**src/rtl/alu_seq_pkg.sv**
```systemverilog
// Shared types and constants for the alu command sequencer.
// State encoding, flag bit positions and default sizes.
package alu_seq_pkg;

  localparam int W_DEF     = 8;
  localparam int DEPTH_DEF = 4;

  localparam int FLG_C = 3;
  localparam int FLG_Z = 2;
  localparam int FLG_S = 1;
  localparam int FLG_P = 0;

  typedef enum logic [1:0] {
    S_IDLE = 2'd0,
    S_EXEC = 2'd1,
    S_RESP = 2'd2
  } state_t;

endpackage

```
**src/rtl/alu_cmd_fifo.sv**
```systemverilog
// Synchronous command FIFO with wrap-bit pointers.
// Read data is the head entry; pop advances on the edge.
module alu_cmd_fifo
  import alu_seq_pkg::*;
#(
  parameter int DEPTH = DEPTH_DEF,
  parameter int DW    = 2 * W_DEF + 5
) (
  input  logic          clk,
  input  logic          rst,
  input  logic          i_push,
  input  logic [DW-1:0] i_din,
  input  logic          i_pop,
  output logic [DW-1:0] o_dout,
  output logic          o_full,
  output logic          o_empty
);

  localparam int AW = $clog2(DEPTH);

  logic [DW-1:0] r_mem [DEPTH];
  logic [AW:0]   r_wptr;
  logic [AW:0]   r_rptr;
  logic          w_wr;
  logic          w_rd;

  assign o_empty = (r_wptr == r_rptr);
  assign o_full  = (r_wptr[AW] != r_rptr[AW]) &&
                   (r_wptr[AW-1:0] == r_rptr[AW-1:0]);
  assign w_wr    = i_push && !o_full;
  assign w_rd    = i_pop && !o_empty;
  assign o_dout  = r_mem[r_rptr[AW-1:0]];

  always_ff @(posedge clk) begin
    if (w_wr) r_mem[r_wptr[AW-1:0]] <= i_din;
  end

  always_ff @(posedge clk or posedge rst) begin
    if (rst) begin
      r_wptr <= '0;
      r_rptr <= '0;
    end else begin
      if (w_wr) r_wptr <= r_wptr + 1'b1;
      if (w_rd) r_rptr <= r_rptr + 1'b1;
    end
  end

endmodule

```
**src/rtl/alu_cmd_sequencer.sv**
```systemverilog
// Issue stage for the 8-bit alu: queues commands, drives
// registered operands, captures results and keeps an accumulator.
module alu_cmd_sequencer
  import alu_seq_pkg::*;
#(
  parameter int DEPTH = DEPTH_DEF,
  parameter int W     = W_DEF
) (
  input  logic         clk,
  input  logic         rst,
  input  logic         cmd_valid,
  output logic         cmd_ready,
  input  logic [W-1:0] cmd_a,
  input  logic [W-1:0] cmd_b,
  input  logic [3:0]   cmd_sl,
  input  logic         cmd_acc,
  output logic [W-1:0] alu_a,
  output logic [W-1:0] alu_b,
  output logic [3:0]   alu_sl,
  input  logic [W-1:0] alu_out,
  input  logic         alu_c,
  input  logic         alu_z,
  input  logic         alu_s,
  input  logic         alu_p,
  output logic         res_valid,
  input  logic         res_ready,
  output logic [W-1:0] res_data,
  output logic [3:0]   res_flags,
  output logic [W-1:0] acc,
  output logic         busy
);

  localparam int DW = 2 * W + 5;

  state_t        r_state;
  logic [W-1:0]  r_alu_a;
  logic [W-1:0]  r_alu_b;
  logic [3:0]    r_alu_sl;
  logic [W-1:0]  r_res_data;
  logic [3:0]    r_res_flags;
  logic [W-1:0]  r_acc;
  logic          r_res_valid;

  logic          w_push;
  logic          w_pop;
  logic          w_full;
  logic          w_empty;
  logic [DW-1:0] w_din;
  logic [DW-1:0] w_dout;
  logic [W-1:0]  w_f_a;
  logic [W-1:0]  w_f_b;
  logic [3:0]    w_f_sl;
  logic          w_f_acc;

  assign cmd_ready = !w_full && !rst;
  assign w_push    = cmd_valid && cmd_ready;
  assign w_din     = {cmd_acc, cmd_sl, cmd_b, cmd_a};
  assign w_f_a     = w_dout[W-1:0];
  assign w_f_b     = w_dout[2*W-1:W];
  assign w_f_sl    = w_dout[2*W+3:2*W];
  assign w_f_acc   = w_dout[2*W+4];

  // Pop only from IDLE, or from RESP when the held result drains.
  assign w_pop = !w_empty &&
                 ((r_state == S_IDLE) ||
                  ((r_state == S_RESP) && res_ready));

  alu_cmd_fifo #(
    .DEPTH (DEPTH),
    .DW    (DW)
  ) u_fifo (
    .clk     (clk),
    .rst     (rst),
    .i_push  (w_push),
    .i_din   (w_din),
    .i_pop   (w_pop),
    .o_dout  (w_dout),
    .o_full  (w_full),
    .o_empty (w_empty)
  );

  always_ff @(posedge clk or posedge rst) begin
    if (rst) begin
      r_state     <= S_IDLE;
      r_alu_a     <= '0;
      r_alu_b     <= '0;
      r_alu_sl    <= '0;
      r_res_data  <= '0;
      r_res_flags <= '0;
      r_acc       <= '0;
      r_res_valid <= 1'b0;
    end else begin
      if (w_pop) begin
        r_alu_a  <= w_f_acc ? r_acc : w_f_a;
        r_alu_b  <= w_f_b;
        r_alu_sl <= w_f_sl;
      end
      unique case (r_state)
        S_IDLE: begin
          if (w_pop) r_state <= S_EXEC;
        end
        S_EXEC: begin
          r_res_data          <= alu_out;
          r_res_flags[FLG_C]  <= alu_c;
          r_res_flags[FLG_Z]  <= alu_z;
          r_res_flags[FLG_S]  <= alu_s;
          r_res_flags[FLG_P]  <= alu_p;
          r_acc               <= alu_out;
          r_res_valid         <= 1'b1;
          r_state             <= S_RESP;
        end
        S_RESP: begin
          if (res_ready) begin
            r_res_valid <= 1'b0;
            r_state     <= w_pop ? S_EXEC : S_IDLE;
          end
        end
        default: r_state <= S_IDLE;
      endcase
    end
  end

  assign alu_a     = r_alu_a;
  assign alu_b     = r_alu_b;
  assign alu_sl    = r_alu_sl;
  assign res_valid = r_res_valid;
  assign res_data  = r_res_data;
  assign res_flags = r_res_flags;
  assign acc       = r_acc;
  assign busy      = (r_state != S_IDLE) || !w_empty;

endmodule

```
**config.mk**
```make
export PLATFORM = sky130hd
export DESIGN_NAME = alu_cmd_sequencer
export DESIGN_NICKNAME = d
export VERILOG_FILES = /design/src/rtl/alu_seq_pkg.sv /design/src/rtl/alu_cmd_fifo.sv /design/src/rtl/alu_cmd_sequencer.sv
export SDC_FILE = /design/constraint.sdc
export NUM_CORES = 1
export LEC_CHECK = 0
export ABC_AREA = 1
export CORE_MARGIN = 3
export CORE_UTILIZATION = 53
export CTS_BUF_LIST = sky130_fd_sc_hd__clkbuf_16
export CTS_CLUSTER_SIZE = 16
export DETAILED_ROUTE_END_ITERATION = 8
export HOLD_SLACK_MARGIN = 0.06
export PLACE_DENSITY = 0.83
export SETUP_SLACK_MARGIN = 0.5
export SLEW_MARGIN = 5
export SYNTH_ARGS = -nofsm -noshare
export SYNTH_HDL_FRONTEND = slang
export SYNTH_HIERARCHICAL = 1
export SYNTH_SLANG_ARGS = --single-unit
```
**constraint.sdc**
```tcl
create_clock -name clk -period 3.4 [get_ports clk]
set_input_delay 0.51 -clock clk [delete_from_list [all_inputs] [get_ports clk]]
set_output_delay 0.51 -clock clk [all_outputs]
set_load 0.005 [all_outputs]
```
==> results of run 1 <==
report_power, final:
| group | switching, mW | total [mW] | internal (mW) |
|---|---|---|---|
| registers | 0.230 | 2.24 | 2.01 |
| logic | 1.33 | 2.28 | 0.956 |
| clock network | 0.662 | 1.90 | 1.24 |
| total | 2.22 | 6.42 | 4.20 |
per-layer routing:
| layer | vias up | GRT usage (%) | routed length [microns] |
|---|---|---|---|
| met3 | 26 | 6.331 | 705 |
| li1 | 1688 | - | - |
| met5 | - | 0 | 0 |
| met4 | 0 | 11.40 | 237 |
| met2 | 160 | 37.23 | 5889 |
| met1 | 1670 | 25.51 | 4315 |
cell families after synthesis:
kind of cell    count (synthesis)  share of synthesized area (%)
simple gates                  193                          15.24
flops                         125                          69.70
compound gates                 74                          7.791
buf+inv                        56                          5.333
fa+ha+maj                       5                          1.229
xor+xnor                        2                         0.7128
sequential cells by signal (all words and copies together), names as in the netlist:
signal / cells
alu_b: 8
alu_sl: 4
res_valid: 1
r_state: 2
alu_a: 8
u_fifo/r_rptr: 3
acc: 8
res_flags: 4
u_fifo/r_wptr: 3
u_fifo/r_mem: 84
cells in the final DEF, fill, tap and decap left out, drive strengths merged:
cell type,n
buf,10
bufinv,4
clkbuf,17
clkdlybuf4s50,79
clkinv,5
clkinvlp,2
dfrtp,41
edfxtp,84
ha,5
inv,32
nand2,131
nand3,10
nor2,51
nor3b,1
o21ai,53
o22ai,21
xnor2,1
xor2,1
worst max path at each step:
stage,start,slack [ps],depth (start not counted),end
2_1_floorplan,u_fifo/r_rptr[0],690,7,u_fifo/r_mem[1][0]
5_1_grt,u_fifo/r_rptr[1],500,7,busy
3_5_place_dp,u_fifo/r_rptr[1],830,11,u_fifo/r_mem[3][10]
3_3_place_gp,rst,980,7,u_fifo/r_mem[3][8]
6_report,u_fifo/r_rptr[1],630,7,busy
4_1_cts,u_fifo/r_rptr[1],640,7,busy
through the flow:
step | hold WS, ps | std cells | total power [mW] | setup slack (ps) | util [%]
floorplan | 301.0 | 455 | 3.628 | 687.1 | -
global placement | 453.2 | 645 | 4.365 | 980.3 | 64.19
detailed placement | 459.2 | 645 | 4.494 | 830.3 | 64.19
CTS | 411.4 | 677 | 6.445 | 639.8 | 71.04
global route | 436.4 | 677 | 6.824 | 499.9 | 71.04
finish | 419.1 | 677 | 6.423 | 628.8 | 71.04
final cells by class:
type                            count  area share, %
Sequential cell                   125          53.80
Multi-Input combinational cell    274          19.39
Clock inverter                     15          3.187
Inverter                           28          1.594
Tap cell                          129          2.447
Timing Repair Buffer               89          13.13
Clock buffer                       17          6.450
worst max-delay path, delay by kind of cell (launching register included):
kind	cells	cell delay, ps
buffers and inverters	3	890
flip-flops	1	440
AND/OR/NAND/NOR	4	520
==> results.sh, run 1 <==
export IMPL_status="completed"
export IMPL_end_kind="output port"
export IMPL_dieArea_sq_um=10820
export IMPL_grt_overflow_total=0
export IMPL_slew_headroom_pct=25.96
export IMPL_worst_slew_pin_transition_ps=1111
export IMPL_timing_rr_end="u_fifo/r_mem[3][17]"
export IMPL_fin_area_sq_um=6595
export IMPL_port_buffers=79
export IMPL_synth_most_common_cell="nand2_1"
export IMPL_max_cap_violations=0
export IMPL_syn_to_final_growth_pct=29.54
export IMPL_crit_slowest_cell="clkdlybuf4s50_1"
export IMPL_cts_buffers=17
export IMPL_layout_drive_gt1_share_pct=10.58
export IMPL_yosys_cell_types_count=25
export IMPL_multi_input_area_sq_um=1279
export IMPL_ys_warn_count=6
export IMPL_synthCells=455
export IMPL_rr_worst_depth=11
export IMPL_wl_microns=11150
export IMPL_grt_pass1_vias=3724
export IMPL_htreeDepth=4
export IMPL_start_util_pct=54.84
export IMPL_die_w_microns=104.0
export IMPL_grt_antenna_before_repair=0
export IMPL_rrSetupSlack_ps=760
export IMPL_io_pin_count=80
export IMPL_grt_pass1_wl_microns=18170
export IMPL_max_clock_path_buffers=2
export IMPL_syn_area_sq_um=5091
export IMPL_ant_nets=0
export IMPL_finalSetupTns_ps=0
export IMPL_place_congestion=0.7685
export IMPL_critPathMaxFanout=22
export IMPL_critPathKind="flop to output port"
export IMPL_post_drt_wl_per_cell_microns=16.47
export IMPL_num_vias=3544
export IMPL_critPathArrivalTime_ps=2260
export IMPL_critPathLaunchType="flop"
export IMPL_grt_max_degree=46
export IMPL_syn_nets=497
export IMPL_syn_avg_cell_area_sq_um=11.19
export IMPL_regArea_sq_um=3548
export IMPL_tritoncts="done"
export IMPL_ctsHoldBuffers=0
export IMPL_cts_setup_buffers=0
export IMPL_final_period_utilization_pct=81.50
export IMPL_power_density_nw_per_um2=973.9
export IMPL_detail_route_iter0_violations=296
export IMPL_drcViolationCount=0
export IMPL_post_dp_hpwl_microns=6627
export IMPL_rows=35
export IMPL_diodes=0
export IMPL_fill_cells=602
export IMPL_fmax_mhz=360.9
export IMPL_rsz0062_at_grt="yes"
export IMPL_worst_path_most_repeated_cell="nand2_1"
export IMPL_final_max_slew_viol_count=0
export IMPL_required_ps=2890
export IMPL_async_flop_share_pct=32.80
export IMPL_p_leak_nw=2.693
export IMPL_hold_viol=0
export IMPL_cts_root_buf="clkbuf_16"
export IMPL_synth_top_area_cell="edfxtp_1"
export IMPL_synth_ff_type="edfxtp_1"
export IMPL_first_pass_iters=6
export IMPL_ctsResizeCount=0
export IMPL_post_drt_via_cell_ratio=5.235
export IMPL_yosysTopAreaCellShare_pct=49.55
export IMPL_ys_ff_latch=125
export IMPL_clock_latency_ps=410
export IMPL_fin_nets=577
export IMPL_clkTransAtPathRegs_ps=60
export IMPL_die_height_microns=104.0
export IMPL_worstPathCellList="inv_2, nand2_1, nand2_1, nand3_2, inv_1, nand3_1, clkdlybuf4s50_1"
export IMPL_rr_startpoint="u_fifo/r_rptr[1]"
export IMPL_period_needed_ps=2771
export IMPL_cpPeakStageDelay_ps=450
export IMPL_setup_viol=0
export IMPL_skew_ps=6.306
export IMPL_synth_edf_count=84
export IMPL_cts_sinks=125
export IMPL_hp_class="input port to async pin"
export IMPL_ys_top_cells_by_count="129 x nand2_1, 84 x edfxtp_1, 51 x o21ai_0"
export IMPL_placed_cell_area_sq_um=5959
export IMPL_synth_seq_area_share_pct=69.70
export IMPL_grt_use_total_pct=22.00
export IMPL_core_sq_um=9284
export IMPL_ir_drop_v=0.0004706
export IMPL_synth_area_leaders="edfxtp_1 50%, dfrtp_1 20%, nand2_1 9.5%"
(Power assumes the default switching activity.)
==> inputs of run 2 (changes only) <==
Settings changed: CORE_UTILIZATION 53 to 48, PLACE_DENSITY 0.83 to 0.79.
Clock period 3.4 ns to 2.2 ns, I/O delays scaled along.
==> run 2 against run 1 <==
  * Sequential power is 53% higher
  * Global-route usage down 1.0 points
  * Non-clock buffer count increased by 49
  * First-iteration DRC count rose by 3.7%
  * Clock power up 44%
==> results.sh, run 2 (synthesis gave the netlist of run 1 again) <==
export IMPL_start_util_pct=50.69
export IMPL_finalSetupTns_ps=0
export IMPL_rows=36
export IMPL_hp_class="input port to async pin"
export IMPL_end_kind="flop"
export IMPL_grt_pass1_vias=3815
export IMPL_wl_microns=13310
export IMPL_crit_slowest_cell="dfrtp_2"
export IMPL_critPathKind="flop to flop"
export IMPL_final_max_slew_viol_count=0
export IMPL_diodes=0
export IMPL_fin_nets=626
export IMPL_power_density_nw_per_um2=1527
export IMPL_grt_pass1_wl_microns=18780
export IMPL_first_pass_iters=6
export IMPL_final_period_utilization_pct=91.53
export IMPL_ctsHoldBuffers=0
export IMPL_clock_latency_ps=410
export IMPL_status="completed"
export IMPL_dieArea_sq_um=11880
export IMPL_fmax_mhz=496.6
export IMPL_regArea_sq_um=3551
export IMPL_required_ps=2330
export IMPL_rsz0062_at_grt="yes"
export IMPL_io_pin_count=80
export IMPL_cts_buffers=17
export IMPL_use_met3_pct=5.921
export IMPL_clkTransAtPathRegs_ps=60
export IMPL_final_util_pct=71.75
export IMPL_worst_slew_pin_transition_ps=556.4
export IMPL_die_height_microns=109.0
export IMPL_place_congestion=0.8732
export IMPL_num_vias=3873
export IMPL_setup_viol=0
export IMPL_slew_headroom_pct=62.87
export IMPL_grt_max_degree=36
export IMPL_hold_viol=0
export IMPL_worstPathCellList="xnor2_4, buf_6, nand3_4, inv_4, nor3b_4, nand2_1, inv_2, nand2_4, clkinvlp_4, buf_6"
export IMPL_final_cell_mix="121 x nand2_1, 84 x edfxtp_1, 75 x clkdlybuf4s50_1, 48 x o21ai_0, 44 x nor2_1"
export IMPL_period_needed_ps=2014
export IMPL_layout_drive_gt1_share_pct=20.60
export IMPL_critPathMaxFanout=5
export IMPL_skew_ps=7.923
export IMPL_core_sq_um=10040
export IMPL_cpPeakStageDelay_ps=440
export IMPL_grt_antenna_before_repair=0
export IMPL_use_met1_pct=24.64
export IMPL_post_drt_wl_per_cell_microns=18.23
export IMPL_cts_root_buf="clkbuf_16"
export IMPL_grt_busiest_layer="met2"
export IMPL_htreeDepth=4
export IMPL_grt_overflow_total=0
export IMPL_ant_nets=0
export IMPL_tritoncts="done"
export IMPL_max_cap_violations=0
export IMPL_worst_path_most_repeated_cell="buf_6"
export IMPL_die_w_microns=109.0
export IMPL_ir_drop_v=0.0007745
export IMPL_syn_to_final_growth_pct=41.56
export IMPL_cts_sinks=125
export IMPL_grt_use_total_pct=20.98
export IMPL_critPathLaunchType="flop"
export IMPL_post_drt_via_cell_ratio=5.305
export IMPL_port_buffers=79
export IMPL_p_leak_nw=2.995
export IMPL_critPathArrivalTime_ps=2140
export IMPL_largest_reg_flops=84
export IMPL_grtUsageMet2_pct=36.05
export IMPL_multi_input_area_sq_um=1363
export IMPL_layout_commonest_cell="nand2_1"
export IMPL_max_clock_path_buffers=2
export IMPL_detail_route_iter0_violations=307
export IMPL_drcViolationCount=0
export IMPL_post_dp_hpwl_microns=7392
export IMPL_fill_cells=629
run 2: cell types whose count changed in the layout (fill, tap and decap cells not counted), sizes merged:
| cell | delta |
|---|---|
| buf | +48 |
| bufinv | -1 |
| inv | -2 |
| dlygate4sd2 | +1 |
| clkinvlp | +2 |
| clkinv | +1 |
| clkbuf | +2 |
| dlymetal6s2s | +2 |
| clkdlybuf4s50 | -4 |
run 2: worst max-delay path: cells and delay by family, from the launching register on:
family                    cells  cell delay [ps]
xor gates and xnor gates      1              160
buffers and inverters         5              610
DFF                           1              440
and+or+nand+nor               4              510
run 2: final timing paths:
kind / startpoint / end / slack, ps / cells after the start
min: rst / u_fifo/r_wptr[2] / 350 / 2
min in group clk: alu_out[5] / acc[5] / 450 / 3
max in group asynchronous: rst / res_flags[1] / 1330 / 3
max: u_fifo/r_wptr[0] / u_fifo/r_mem[3][5] / 190 / 10
max reg2reg: u_fifo/r_wptr[0] / u_fifo/r_mem[3][5] / 190 / 10
min reg2reg: res_flags[0] / res_flags[0] / 470 / 2
run 2: through the flow:
step	cell area [sq um]	hold slack [ps]	setup WS [ps]	cells	power, mW
after floorplan	5129	121.0	260.6	455	5.644
after global placement	6067	452.4	198.3	657	6.916
after detailed placement	6067	458.7	135.7	657	7.060
after CTS	6845	293.0	274.9	704	10.11
after global routing	7207	383.3	147.4	730	11.63
final	7207	353.6	186.2	730	11.01
run 2: area by class of cell:
cell class	instances	share of cell area (%)
sequential	125	49.27
clock buffer	17	5.903
inverter	28	1.545
timing repair buffer	138	19.91
clock inverter	15	2.153
tap	133	2.309
multi-input combinational	274	18.91
run 2: per-layer routing:
layer	vias to the layer above	part of all wire (%)	wire (microns)
met5	-	0	0
met4	0	2.8	378
met3	32	7.1	941
met2	185	50	6612
met1	1867	40	5377
li1	1789	-	-
run 2: where the power goes:
part | switching [mW] | internal (mW)
registers | 0.321 | 3.11
clock network | 0.983 | 1.75
logic | 2.51 | 2.32
total | 3.82 | 7.19
run 2: repair_timing:
item	CTS	global route
endpoints found under the setup margin	110	117
setup buffers	13	22
pin swaps	6	5
gates cloned	2	4
resized for setup	24	42
